<file path="src/rtl/game_driver_if.sv">
// Host-side channel bundle for game_driver.
// Carries the command channel (cmd_valid/cmd_ready plus the command payload)
// and the result channel (res_valid/res_ready plus the result record).
// Modports:
//   master - host/test controller: offers commands and consumes results.
//   slave  - game_driver: accepts commands and presents results.
interface game_driver_if #(
    parameter int N = 4
) ();
    logic         cmd_valid;
    logic         cmd_ready;
    logic [N-1:0] cmd_start_val;
    logic [7:0]   cmd_pattern;
    logic [15:0]  cmd_max;
    logic         res_valid;
    logic         res_ready;
    logic [1:0]   res_who;
    logic [15:0]  res_moves;

    modport master (
        output cmd_valid, cmd_start_val, cmd_pattern, cmd_max, res_ready,
        input  cmd_ready, res_valid, res_who, res_moves
    );

    modport slave (
        input  cmd_valid, cmd_start_val, cmd_pattern, cmd_max, res_ready,
        output cmd_ready, res_valid, res_who, res_moves
    );
endinterface

</file>
<file path="src/rtl/game_driver.sv">
// game_driver: sequencing front-end for the multimode counter game.
// Accepts one command at a time from the host, loads the game (init /
// initial_val), plays the command's control pattern cyclically, stops on
// gameover or on the move limit, and returns one result record. Keeps
// saturating win / loss / timeout tallies.
// Ports:
//   clk, rst           - clock (rising edge), asynchronous active-low reset
//   host (slave)       - command and result valid/ready channels
//   init, initial_val  - load strobe and load value to the game
//   control            - per-cycle mode code to the game
//   gameover, who      - game status inputs
//   score_clr          - synchronous clear of the tallies
//   wins, losses, timeouts - saturating tallies
// All outputs are registers; nothing depends combinationally on inputs.
module game_driver #(
    parameter int N       = 4,
    parameter int SCORE_W = 8
) (
    input  logic               clk,
    input  logic               rst,
    game_driver_if.slave       host,
    output logic               init,
    output logic [N-1:0]       initial_val,
    output logic [1:0]         control,
    input  logic               gameover,
    input  logic [1:0]         who,
    input  logic               score_clr,
    output logic [SCORE_W-1:0] wins,
    output logic [SCORE_W-1:0] losses,
    output logic [SCORE_W-1:0] timeouts
);
    localparam logic [1:0] ST_IDLE   = 2'd0;
    localparam logic [1:0] ST_LOAD   = 2'd1;
    localparam logic [1:0] ST_RUN    = 2'd2;
    localparam logic [1:0] ST_REPORT = 2'd3;

    localparam logic [SCORE_W-1:0] SCORE_MAX = {SCORE_W{1'b1}};
    localparam logic [SCORE_W-1:0] SCORE_ONE = {{(SCORE_W-1){1'b0}}, 1'b1};

    logic [1:0]         state_r;
    logic [1:0]         state_nxt_s;
    logic               cmd_ready_r;
    logic               res_valid_r;
    logic               init_r;
    logic [1:0]         control_r;
    logic [1:0]         control_nxt_s;
    logic [N-1:0]       initial_val_r;
    logic [7:0]         pattern_r;
    logic [15:0]        max_r;
    logic [1:0]         idx_r;
    logic [1:0]         idx_nxt_s;
    logic [15:0]        moves_r;
    logic [1:0]         res_who_r;
    logic [15:0]        res_moves_r;
    logic               run_end_s;
    logic               timeout_s;
    logic [SCORE_W-1:0] wins_r;
    logic [SCORE_W-1:0] losses_r;
    logic [SCORE_W-1:0] timeouts_r;

    function automatic logic [SCORE_W-1:0] score_inc(input logic [SCORE_W-1:0] v);
        return (v == SCORE_MAX) ? v : v + SCORE_ONE;
    endfunction

    function automatic logic [15:0] moves_inc(input logic [15:0] v);
        return (v == 16'hFFFF) ? v : v + 16'd1;
    endfunction

    assign host.cmd_ready = cmd_ready_r;
    assign host.res_valid = res_valid_r;
    assign host.res_who   = res_who_r;
    assign host.res_moves = res_moves_r;
    assign init           = init_r;
    assign initial_val    = initial_val_r;
    assign control        = control_r;
    assign wins           = wins_r;
    assign losses         = losses_r;
    assign timeouts       = timeouts_r;

    assign idx_nxt_s = idx_r + 2'd1;

    // Next-state decode; gameover wins over the move limit on the same edge.
    always_comb begin
        state_nxt_s = state_r;
        run_end_s   = 1'b0;
        timeout_s   = 1'b0;
        case (state_r)
            ST_IDLE: begin
                if (host.cmd_valid && cmd_ready_r) begin
                    state_nxt_s = ST_LOAD;
                end else begin
                    state_nxt_s = ST_IDLE;
                end
            end
            ST_LOAD: begin
                state_nxt_s = ST_RUN;
            end
            ST_RUN: begin
                if (gameover) begin
                    state_nxt_s = ST_REPORT;
                    run_end_s   = 1'b1;
                end else if ((max_r != 16'd0) && (moves_r == max_r)) begin
                    state_nxt_s = ST_REPORT;
                    run_end_s   = 1'b1;
                    timeout_s   = 1'b1;
                end else begin
                    state_nxt_s = ST_RUN;
                end
            end
            ST_REPORT: begin
                if (host.res_ready) begin
                    state_nxt_s = ST_IDLE;
                end else begin
                    state_nxt_s = ST_REPORT;
                end
            end
            default: begin
                state_nxt_s = ST_IDLE;
            end
        endcase
    end

    // Control code for the coming cycle: code 0 on RUN entry, then the code
    // at the advanced index; zero whenever the next cycle is not RUN.
    always_comb begin
        control_nxt_s = 2'd0;
        if (state_nxt_s == ST_RUN) begin
            if (state_r == ST_LOAD) begin
                control_nxt_s = pattern_r[1:0];
            end else begin
                control_nxt_s = pattern_r[{idx_nxt_s, 1'b0} +: 2];
            end
        end else begin
            control_nxt_s = 2'd0;
        end
    end

    // FSM state, registered handshake/strobe outputs and game bookkeeping.
    always_ff @(posedge clk or negedge rst) begin
        if (!rst) begin
            state_r       <= ST_IDLE;
            cmd_ready_r   <= 1'b1;
            res_valid_r   <= 1'b0;
            init_r        <= 1'b0;
            control_r     <= 2'd0;
            initial_val_r <= {N{1'b0}};
            pattern_r     <= 8'd0;
            max_r         <= 16'd0;
            idx_r         <= 2'd0;
            moves_r       <= 16'd0;
            res_who_r     <= 2'd0;
            res_moves_r   <= 16'd0;
        end else begin
            state_r     <= state_nxt_s;
            cmd_ready_r <= (state_nxt_s == ST_IDLE);
            res_valid_r <= (state_nxt_s == ST_REPORT);
            init_r      <= (state_nxt_s == ST_LOAD);
            control_r   <= control_nxt_s;
            case (state_r)
                ST_IDLE: begin
                    if (host.cmd_valid && cmd_ready_r) begin
                        initial_val_r <= host.cmd_start_val;
                        pattern_r     <= host.cmd_pattern;
                        max_r         <= host.cmd_max;
                    end
                end
                ST_LOAD: begin
                    idx_r   <= 2'd0;
                    moves_r <= 16'd1;
                end
                ST_RUN: begin
                    if (run_end_s) begin
                        res_who_r   <= timeout_s ? 2'd3 : who;
                        res_moves_r <= timeout_s ? max_r : moves_r;
                    end else begin
                        idx_r   <= idx_nxt_s;
                        moves_r <= moves_inc(moves_r);
                    end
                end
                default: begin
                end
            endcase
        end
    end

    // Saturating tallies; clear overrides a same-edge increment.
    always_ff @(posedge clk or negedge rst) begin
        if (!rst) begin
            wins_r     <= {SCORE_W{1'b0}};
            losses_r   <= {SCORE_W{1'b0}};
            timeouts_r <= {SCORE_W{1'b0}};
        end else if (score_clr) begin
            wins_r     <= {SCORE_W{1'b0}};
            losses_r   <= {SCORE_W{1'b0}};
            timeouts_r <= {SCORE_W{1'b0}};
        end else if (run_end_s) begin
            if (timeout_s) begin
                timeouts_r <= score_inc(timeouts_r);
            end else begin
                case (who)
                    2'd2:    wins_r   <= score_inc(wins_r);
                    2'd1:    losses_r <= score_inc(losses_r);
                    default: begin
                    end
                endcase
            end
        end
    end
endmodule
</file>
<file path="src/flat_wrapper.sv">
// flat-port wrapper written by rule: the top's interface ports become plain ports
module game_driver_flat 
#(
    parameter int N       = 4,
    parameter int SCORE_W = 8
)
  (clk, rst, init, initial_val, control, gameover, who, score_clr, wins, losses, timeouts, host_cmd_valid, host_cmd_start_val, host_cmd_pattern, host_cmd_max, host_res_ready, host_cmd_ready, host_res_valid, host_res_who, host_res_moves);
  game_driver_if #(.N(N)) host_i ();
  input  logic clk;
  input  logic rst;
  output logic init;
  output logic [N-1:0] initial_val;
  output logic [1:0] control;
  input  logic gameover;
  input  logic [1:0] who;
  input  logic score_clr;
  output logic [SCORE_W-1:0] wins;
  output logic [SCORE_W-1:0] losses;
  output logic [SCORE_W-1:0] timeouts;
  input wire logic [$bits(host_i.cmd_valid)-1:0] host_cmd_valid;
  input wire logic [$bits(host_i.cmd_start_val)-1:0] host_cmd_start_val;
  input wire logic [$bits(host_i.cmd_pattern)-1:0] host_cmd_pattern;
  input wire logic [$bits(host_i.cmd_max)-1:0] host_cmd_max;
  input wire logic [$bits(host_i.res_ready)-1:0] host_res_ready;
  output wire logic [$bits(host_i.cmd_ready)-1:0] host_cmd_ready;
  output wire logic [$bits(host_i.res_valid)-1:0] host_res_valid;
  output wire logic [$bits(host_i.res_who)-1:0] host_res_who;
  output wire logic [$bits(host_i.res_moves)-1:0] host_res_moves;
  assign host_i.cmd_valid = host_cmd_valid;
  assign host_i.cmd_start_val = host_cmd_start_val;
  assign host_i.cmd_pattern = host_cmd_pattern;
  assign host_i.cmd_max = host_cmd_max;
  assign host_i.res_ready = host_res_ready;
  assign host_cmd_ready = host_i.cmd_ready;
  assign host_res_valid = host_i.res_valid;
  assign host_res_who = host_i.res_who;
  assign host_res_moves = host_i.res_moves;
  game_driver #(.N(N), .SCORE_W(SCORE_W)) u_core (.clk(clk), .rst(rst), .host(host_i), .init(init), .initial_val(initial_val), .control(control), .gameover(gameover), .who(who), .score_clr(score_clr), .wins(wins), .losses(losses), .timeouts(timeouts));
endmodule
</file>
<file path="config.mk">
export PLATFORM = sky130hd
export DESIGN_NAME = game_driver_flat
export DESIGN_NICKNAME = d
export VERILOG_FILES = /design/src/rtl/game_driver_if.sv /design/src/rtl/game_driver.sv /design/src/flat_wrapper.sv
export SDC_FILE = /design/constraint.sdc
export NUM_CORES = 1
export LEC_CHECK = 0
export CORE_MARGIN = 2
export CORE_UTILIZATION = 50
export CTS_BUF_LIST = sky130_fd_sc_hd__clkbuf_16
export CTS_CLUSTER_SIZE = 20
export DETAILED_ROUTE_END_ITERATION = 7
export MAX_ROUTING_LAYER = met4
export PLACE_DENSITY = 0.76
export SYNTH_ARGS = -nofsm -noshare
export SYNTH_HDL_FRONTEND = slang
export SYNTH_SLANG_ARGS = --single-unit
export TNS_END_PERCENT = 30
</file>
<file path="constraint.sdc">
create_clock -name clk -period 2.5 [get_ports clk]
set_clock_uncertainty 0.05 [all_clocks]
set_input_delay 0.5 -clock clk [delete_from_list [all_inputs] [get_ports clk]]
set_output_delay 0.5 -clock clk [all_outputs]
set_load 0.005 [all_outputs]
</file>
==> impl_metrics.csv, run 1 <==
group,metric,value,unit
outcome,status,"finished clean",
floorplanning,core_area,9684,sq um
floorplanning,io_pins,87,
run,cap_violations,0,
timing,finalHoldViolCount,0,
synthesis,synth_area_per_cell,10.20,sq um
cts,root_buffer,"clkbuf_16",
placed_design,place_congestion,0.9345,
timing,max-slew-margin-rel,62.60,%
global_route,global_route.overflow_total,0,
worst_setup_path,path_delay_family,"buffers and inverters",
timing,finalCritPeriodShare,91.55,%
cts,cts_resized,0,
cts,ctsLongestPathBuffers,2,
cts,tritoncts,"built",
worst_setup_path,cp_data_required_time,2.69,ns
worst_hold_path,hold_path.class,"primary input to asynchronous set/reset pin",
placed_design,dp_worst_setup_slack,0.1742,ns
final_layout,layout_common_cells,"dfrtp_1, clkdlybuf4s50_1, nor3_1, nor2_1, buf_4",
placed_design,placed_cell_area,6102,sq um
worst_setup_path,startpoint_type,"register",
placed_design,numPortBuffers,86,
power_and_ir_drop,worst_vdd_drop,580.8,uV
detailed_routing,route.layer.met1.wl,5440,um
floorplanning,initial_core_util,50.99,%
cts,cts.clk_slew.worst_paths,0.07,ns
detailed_routing,drt.antenna.violating_nets,0,
worst_setup_path,critical_path_cell_by_cell,"inv_1, ha_1, and3_1, buf_4, a21oi_1, nand2_1, buf_4, o31ai_1",
synthesis,ys_dominant_reg_cell,"dfrtp_1",
worst_setup_path,worstPathMaxFanout,9,
final_layout,finalNonFillerCells,724,
final_layout,layout-area-overhead-vs-synth,30.07,%
synthesis,synth_seq_cells,95,
detailed_routing,detailed_router_iteration_count_before_antenna_repair,5,
global_route,first_global_vias,4199,
global_route,grt_max_degree,41,
final_layout,insertedDiodeCount,0,
cts,clock_sinks,95,
timing,timing.final.max_slew_violations,0,
timing,tightestPinTransition,0.5611,ns
worst_setup_path,crit_path_top_delay_cell,"dfrtp_1",
floorplanning,chipWidth,103.4,um
final_layout,nets,631,
global_route,antenna_found_initial,0,
cts,clock_insertion_delay_worst_skew,0.34,ns
placed_design,place_hpwl,9180,um
cts,post_cts.repair.setup_buffers,0,
power_and_ir_drop,cellLeakagePower,2.688,nW
timing,timing.setup.tns,0,ns
final_layout,post-route-cell-area,6424,sq um
final_layout,final_layout_size_suffix_gt1_share,16.58,%
global_route,grt_util_all_layers,26.02,%
timing,maximum_clock_frequency,436.9,MHz
detailed_routing,top_layer,"met4",
timing,setup_violations,0,
final_layout,most_frequent_standard_cell_in_the_layout_excluding_fill_and_tap_cells,"dfrtp_1",
detailed_routing,routed_via_density,5.923,
cts,htreeDepth,3,
synthesis,synth_nets,529,
timing,post-route-min-period,2.289,ns
detailed_routing,route.vias.total,4288,
synthesis,async_flop_share,100.0,%
cts,number_of_buffers_added_by_the_clock_tree_synthesis_step,9,
floorplanning,rows,36,
global_route,grt_pass1_wl,20780,um
worst_setup_path,critPathMostFrequentCell,"buf_4",
detailed_routing,drt-wirelength-per-cell,17.44,um
synthesis,synthesis.instances,484,
synthesis,synthesis.yosys.warnings,0,
cts,hold_buffers,0,
timing,grt_setup_unrepaired,"no",
worst_setup_path,arrival_time_at_the_worst_endpoint,2.48,ns
worst_setup_path,worst_path_largest_cell_delay,0.40,ns
worst_setup_path,worst-setup-path-type,"register to register",
detailed_routing,drcViolationCount,0,
worst_setup_path,setup.worst_path.end_class,"register",
placed_design,placed_cells_incl_taps,708,
synthesis,number_of_enable_flip_flop_cells_after_synthesis,0,
worst_setup_path,path_buf_inv,3,
detailed_routing,met2WireLength,6152,um
detailed_routing,met3_layer_wire_length_in_the_routed_design,788,um
final_layout,final_core_util,66.33,%
final_layout,nFillCells,727,
synthesis,synth.cell_area,4938,sq um
synthesis,seq_area_frac_synth,48.16,%
synthesis,yosysUniqueCellTypes,51,
detailed_routing,route.final.wire_length,12630,um
power_and_ir_drop,power-per-cell-area,954.9,nW/um^2
floorplanning,design.die.area,10690,sq um
floorplanning,dieHeight,103.4,um
detailed_routing,drt_iter0_drc,378,
timing,fin_ws,0.2112,ns
state kept, by name (all words and copies together) (netlist names):
signal and count:
u_core.wins 8, u_core.pattern_r 8, u_core.initial_val 4, u_core.host.res_who 2, u_core.moves_r 16, u_core.control 2
u_core.losses 8, u_core.host.res_valid 1, u_core.init 1, u_core.state_r 2, u_core.max_r 16, u_core.host.cmd_ready 1
u_core.idx_r 2, u_core.timeouts 8, u_core.host.res_moves 16
report_power, final:
| part | leakage, nW | switching (mW) | internal (mW) | total [mW] |
|---|---|---|---|---|
| clock network | 0.150 | 0.629 | 0.791 | 1.42 |
| logic | 1.31 | 1.09 | 1.21 | 2.29 |
| registers | 1.23 | 0.461 | 1.96 | 2.42 |
synthesized netlist by cell type (all sizes together) (2+ instances only):
| cell type | count | area [sq um] |
|---|---|---|
| nand3 | 15 | 75.07 |
| nor3 | 49 | 245.2 |
| and4 | 4 | 35.03 |
| nand2 | 28 | 105.1 |
| nor2 | 39 | 146.4 |
| dfrtp | 94 | 2352 |
| mux2i | 4 | 40.04 |
| or4 | 4 | 30.03 |
| a21o | 2 | 16.27 |
| buf | 12 | 92.58 |
| xor2 | 15 | 131.4 |
| clkbuf | 21 | 78.83 |
| a31oi | 9 | 62.56 |
| nand4 | 14 | 106.4 |
| nor4 | 5 | 31.28 |
| o31ai | 14 | 105.1 |
| o21ai | 26 | 130.1 |
| nand4b | 2 | 17.52 |
| mux2 | 28 | 315.3 |
| a211oi | 2 | 15.01 |
| a21oi | 18 | 90.09 |
| and2 | 6 | 37.54 |
| xnor2 | 15 | 210.2 |
| o22ai | 16 | 100.1 |
| or3 | 3 | 18.77 |
| inv | 8 | 30.03 |
| and3 | 5 | 31.28 |
| ha | 9 | 112.6 |
| nor2b | 4 | 25.02 |
layout make-up:
class,count,area [sq um],share of cell area [%]
clock buffers,9,225.2,3.506
repair buffers,124,1169,18.19
clock inverters,7,78.83,1.227
well taps,133,166.4,2.591
multi-input cells,348,2376,36.99
flip-flops and latches,95,2379,37.03
inverters,8,30.03,0.4675
metal layers:
| metal | vias to the layer above | track usage [%] |
|---|---|---|
| li1 | 1969 | - |
| met1 | 2107 | 35.55 |
| met2 | 181 | 39.75 |
| met3 | 31 | 4.772 |
| met4 | 0 | 8.097 |
| met5 | - | - |
worst register-to-register path, stage by stage, from the launching register on:
cell	delay [ns]
dfrtp_1	0.40
inv_1	0.10
ha_1	0.36
and3_1	0.26
buf_4	0.16
a21oi_1	0.16
nand2_1	0.21
buf_4	0.23
o31ai_1	0.26
stage by stage:
stage,hold WS [ns],power [mW]
floorplan,0.1544,3.749
global placement,0.4275,4.608
detailed placement,0.4422,4.703
CTS,0.1197,6.126
global route,0.1445,6.486
finish,0.09962,6.134
final timing paths:
| kind | start | to | slack [ns] | cells after the start |
|---|---|---|---|---|
| setup reg to reg | u_core.state_r[0] | u_core.moves_r[9] | 0.21 | 8 |
| hold / removal | rst | u_core.init | 0.1 | 1 |
| min in group clk | u_core.host.res_moves[3] | u_core.host.res_moves[3] | 0.45 | 2 |
| setup / recovery | u_core.state_r[0] | u_core.moves_r[9] | 0.21 | 8 |
| hold reg to reg | u_core.host.res_moves[3] | u_core.host.res_moves[3] | 0.45 | 2 |
| max in group asynchronous | rst | u_core.losses[2] | 1.60 | 2 |
cell families after synthesis:
kind of cell,after synthesis,synth area share (%)
and+or+nand+nor,183,19.43
DFF,95,48.16
AOI/OAI and AO/OA,94,11.93
buffers and inverters,41,4.079
muxes,32,7.195
xor gates and xnor gates,30,6.917
adders and majority gates,9,2.280
Power figures use the tool's default switching activity.
==> run 2: changes to the inputs <==
clock period = 2.8 ns   (was 2.5 ns; I/O delays follow)
==> run 2 against run 1 <==
Net effect:
- global-route usage is 0.75 points lower
- highest routed layer unchanged
- clock-buffer cell count stayed put
- via count fell by 2.6%
- largest power group unchanged
- worst hold slack gained 0.044 ns
- largest cell class unchanged
- sequential power down 11%
==> impl_metrics.csv, run 2 (synthesis results as in run 1) <==
group,metric,value,unit
outcome,status,"finished clean",
floorplanning,dieHeight,103.4,um
timing,timing.final.max_slew_violations,0,
power_and_ir_drop,swShare,34.78,%
global_route,grt_pass1_wl,20290,um
timing,setup_violations,0,
cts,clock_insertion_delay_worst_skew,0.34,ns
worst_setup_path,critical_path_cell_by_cell,"nor4_1, nand4_1, nor4b_4, a21oi_1, nand2_1, o41ai_1",
global_route,grt_util_all_layers,25.27,%
worst_setup_path,arrival_time_at_the_worst_endpoint,2.76,ns
final_layout,final_core_util,64.97,%
detailed_routing,drt.antenna.violating_nets,0,
cts,clock_sinks,95,
timing,timing.setup.tns,0,ns
final_layout,insertedDiodeCount,0,
final_layout,layout-area-overhead-vs-synth,27.41,%
final_layout,nets,621,
floorplanning,io_pins,87,
timing,tightestPinTransition,0.5218,ns
detailed_routing,route.vias.total,4178,
final_layout,final_layout_size_suffix_gt1_share,14.68,%
timing,finalHoldViolCount,0,
global_route,global_route.overflow_total,0,
worst_setup_path,path_buf_inv,0,
global_route,antenna_found_initial,0,
floorplanning,design.die.area,10690,sq um
power_and_ir_drop,power,5.318,mW
cts,htreeDepth,3,
power_and_ir_drop,power-per-cell-area,845.2,nW/um^2
cts,hold_buffers,0,
power_and_ir_drop,p_seq_share,40.6,%
power_and_ir_drop,worst_vdd_drop,516.4,uV
cts,cts_resized,0,
timing,grt_setup_unrepaired,"no",
worst_hold_path,hold_path.class,"primary input to asynchronous set/reset pin",
placed_design,numPortBuffers,86,
final_layout,most_frequent_standard_cell_in_the_layout_excluding_fill_and_tap_cells,"dfrtp_1",
detailed_routing,detailed_router_iteration_count_before_antenna_repair,5,
cts,root_buffer,"clkbuf_16",
floorplanning,rows,36,
timing,finalCritPeriodShare,92.05,%
timing,maximum_clock_frequency,388.0,MHz
cts,post_cts.repair.setup_buffers,0,
global_route,first_global_vias,4122,
power_and_ir_drop,clock_power_share,22.2,%
power_and_ir_drop,internal_dissipation,3.469,mW
cts,tritoncts,"built",
worst_setup_path,cp_data_required_time,2.98,ns
timing,fin_ws,0.2225,ns
power_and_ir_drop,power.net_switching,1.850,mW
timing,whs,0.1435,ns
cts,ctsLongestPathBuffers,2,
worst_setup_path,worst_path_largest_cell_delay,0.46,ns
worst_setup_path,startpoint_type,"register",
global_route,grt_max_degree,58,
detailed_routing,route.final.wire_length,12390,um
placed_design,place_hpwl,8910,um
run,cap_violations,0,
placed_design,place_congestion,0.9263,
worst_setup_path,setup.worst_path.end_class,"register",
detailed_routing,routed_via_density,5.868,
detailed_routing,drt_iter0_drc,342,
worst_setup_path,worst-setup-path-type,"register to register",
detailed_routing,drt-wirelength-per-cell,17.41,um
cts,number_of_buffers_added_by_the_clock_tree_synthesis_step,9,
cts,cts.clk_slew.worst_paths,0.06,ns
floorplanning,core_area,9684,sq um
power_and_ir_drop,comb_power_share,37.2,%
placed_design,dp_worst_setup_slack,0.2488,ns
worst_setup_path,worstPathMaxFanout,12,
worst_setup_path,crit_path_top_delay_cell,"dfrtp_1",
worst_setup_path,path_delay_family,"simple AND/OR/NAND/NOR gates",
timing,post-route-min-period,2.578,ns
floorplanning,initial_core_util,50.99,%
detailed_routing,drcViolationCount,0,
floorplanning,chipWidth,103.4,um
power_and_ir_drop,cellLeakagePower,2.625,nW
timing,max-slew-margin-rel,65.22,%
final_layout,layout_common_cells,"dfrtp_1, clkdlybuf4s50_1, nor3_1, nor2_1",
run 2: area by class of cell:
cell class,instances,area [sq um]
Clock buffer,9,225.2
Multi-Input combinational cell,348,2359
Fill cell,773,3392
Inverter,8,30.03
Tap cell,133,166.4
Sequential cell,95,2379
Timing Repair Buffer,114,1081
Clock inverter,5,52.55
run 2: power groups by stage:
| stage | registers, mW | clock network, mW | logic [mW] |
|---|---|---|---|
| after floorplan | 2.07 | 0 | 1.28 |
| after global placement | 2.15 | 0 | 1.91 |
| after detailed placement | 2.17 | 0 | 1.96 |
| after CTS | 2.15 | 1.20 | 1.98 |
| after global routing | 2.20 | 1.26 | 2.17 |
| final | 2.16 | 1.18 | 1.98 |
run 2: routing by layer:
layer	GRT usage (%)	share of wire, %
met2	39.75	48
met4	9.413	2.6
met1	32.57	43
met5	-	0
met3	4.973	6.1
run 2: final timing paths:
path                       slack (ns)  depth (start not counted)                   from               endpoint
setup / recovery                 0.22                          6        u_core.max_r[2]      u_core.moves_r[6]
hold / removal                   0.14                          1                    rst      u_core.control[0]
setup reg to reg                 0.22                          6        u_core.max_r[2]      u_core.moves_r[6]
hold reg to reg                  0.46                          1  u_core.initial_val[3]  u_core.initial_val[3]
max in group asynchronous        1.87                          2                    rst       u_core.losses[1]
min in group clk                 0.46                          1  u_core.initial_val[3]  u_core.initial_val[3]
run 2: metrics by stage:
stage          area (sq um)  cells
3_5_place_dp           6015    698
4_1_cts                6292    712
2_1_floorplan          4938    484
6_report               6292    712
3_3_place_gp           6015    698
5_1_grt                6292    712
==> RTL change, RTL diff (flow settings as in run 1) <==
`SCORE_W` is set to 8 in 2 places; all go to 12.
--- a/src/rtl/game_driver.sv
+++ b/src/rtl/game_driver.sv
@@ -14,7 +14,7 @@
 // All outputs are registers; nothing depends combinationally on inputs.
 module game_driver #(
     parameter int N       = 4,
-    parameter int SCORE_W = 8
+    parameter int SCORE_W = 12
 ) (
     input  logic               clk,
     input  logic               rst,
--- a/src/flat_wrapper.sv
+++ b/src/flat_wrapper.sv
@@ -2,7 +2,7 @@
 module game_driver_flat 
 #(
     parameter int N       = 4,
-    parameter int SCORE_W = 8
+    parameter int SCORE_W = 12
 )
   (clk, rst, init, initial_val, control, gameover, who, score_clr, wins, losses, timeouts, host_cmd_valid, host_cmd_start_val, host_cmd_pattern, host_cmd_max, host_res_ready, host_cmd_ready, host_res_valid, host_res_who, host_res_moves);
   game_driver_if #(.N(N)) host_i ();
Ports: changed (resized losses, timeouts and wins); port bits go from 87 to 99. The function was not compared with the original's and may differ.
==> RTL change against run 1 <==
- sequential cell count is 12 higher
- area after synthesis is 9.4% higher
- design area is 7.3% higher
- setup slack worse by 0.13 ns
- power is 5.1% lower
- sequential power is 5% higher
- wire length is 1.4% higher
- non-clock buffer count is 9 lower
==> RTL change: results (changes against run 1) <==
Worst EP arrival: 2.60 ns (was 2.48 ns)
top cells by area, synth: dfrtp_1 49%, mux2_2 7.3%, xor2_1 5.0% (was dfrtp_1 48%, mux2_2 6.4%, nor3_1 5.0%)
initial DRC count: 257 (was 378)
input/output buffers: 98 (was 86)
Max clock buf depth: 2 (unchanged)
DRT Pass-1 Iters: 6 (was 5)
Post-DP HPWL: 9.24 mm (was 9.18 mm)
GPL Wtd Cong: 0.912 (was 0.935)
register area share after synthesis: 49.6% (was 48.2%)
post-synth cell types: 58 (was 51)
most frequent cells after synthesis: 106 x dfrtp_1, 53 x nor2_1, 35 x mux2_2 (was 94 x dfrtp_1, 49 x nor3_1, 39 x nor2_1)
clock slew seen by the registers of the worst setup and hold paths: 0.07 ns (about the same)
Slew HR: 55.0% (was 62.6%)
Nets: 648 (was 631)
largest vdd supply drop: 0.474 mV (was 0.581 mV)
vias in the first global route: 4349 (was 4199)
syn_nets: 545 (was 529)
Root Buffer: clkbuf_16 (unchanged)
fillcell total: 834 (was 727)
first-pass GRT wire length: 21.4 mm (was 20.8 mm)
largest net degree at the start of global routing: 108 (was 41)
status: finished, final reports clean (unchanged)
layout cells sized above 1: 14.6% (was 16.6%)
leakage: 0.00293 uW (was 0.00269 uW)
crit-path max FO: 7 (was 9)
Internal: 3800 uW (was 3960 uW)
GRT Resource Usage Total: 24.0% (was 26.0%)
clock latency on the worst-skew pair: 0.35 ns
wire per inst: 17.2 um (was 17.4 um)
diode count: 0 (unchanged)
H-tree Lvls: 3 (unchanged)
min-delay worst type: in2async (unchanged)
DR vias/cell: 5.81 (was 5.92)
-- RTL change: area by class of cell --
cell class	count	share of cell area (%)
Clock buffer	9	3.27
Multi-Input combinational cell	359	37.7
Clock inverter	7	0.890
Tap cell	136	2.47
Sequential cell	107	38.9
Timing Repair Buffer	115	16.2
Inverter	11	0.599
-- RTL change: through the flow --
step                instance area [um^2]  std cells  setup WS (ns)  util [%]
floorplan                           5400        500          0.371         -
global placement                    6580        728          0.194      63.2
detailed placement                  6580        728          0.111      63.2
CTS                                 6870        744         0.0216      66.0
global route                        6890        744        0.00394      66.2
finish                              6890        744         0.0816      66.2
-- RTL change: repair_timing --
item	4_1_cts	5_1_grt
hold buffers	0	0
resized for setup	0	4
endpoints found under the setup margin	0	14
-- RTL change: worst paths after layout --
check                                         start                       end  slack, ns  depth (start not counted)
max                              u_core.moves_r[10]        u_core.timeouts[9]       0.08                          6
min                                             rst     u_core.initial_val[1]       0.16                          2
max reg2reg                      u_core.moves_r[10]        u_core.timeouts[9]       0.08                          6
min reg2reg                u_core.host.res_moves[9]  u_core.host.res_moves[9]       0.44                          1
max in group asynchronous                       rst     u_core.host.cmd_ready       1.83                          2
min in group clk           u_core.host.res_moves[9]  u_core.host.res_moves[9]       0.44                          1
-- RTL change: layer usage --
layer  vias up  part of all wire, %  GRT usage [%]
met5         -                    0              -
met4         0                  1.8           7.05
met3        22                  6.3           5.30
met2       160                   50           39.1
met1      2144                   42           30.5
li1       1996                    -              -
-- RTL change: cells by family after synthesis --
logic type               after synthesis  share of synthesized area (%)
AO/OA/AOI/OAI                         58                           7.71
XOR/XNOR                              41                           6.79
adder cells (fa/ha/maj)                9                           2.08
buffers and inverters                 34                           2.73
flip-flops                           107                           49.6
multiplexers                          56                           11.5
AND/OR/NAND/NOR                      195                           19.6
-- RTL change: worst max-delay path, stage by stage, from the launching register on --
cell	delay, ns
dfrtp_1	0.45
xor2_1	0.20
nor4_4	0.34
nand3_2	0.24
or2_4	0.34
nor4_2	0.30
mux2_1	0.37
-- RTL change: power by group through the flow --
stage / clock network [uW] / logic [uW] / registers (uW)
after floorplan: 0 / 1250 / 2410
after global placement: 0 / 1850 / 2540
after detailed placement: 0 / 1910 / 2560
after CTS: 1390 / 1920 / 2530
after global routing: 1460 / 2100 / 2590
final: 1370 / 1910 / 2540
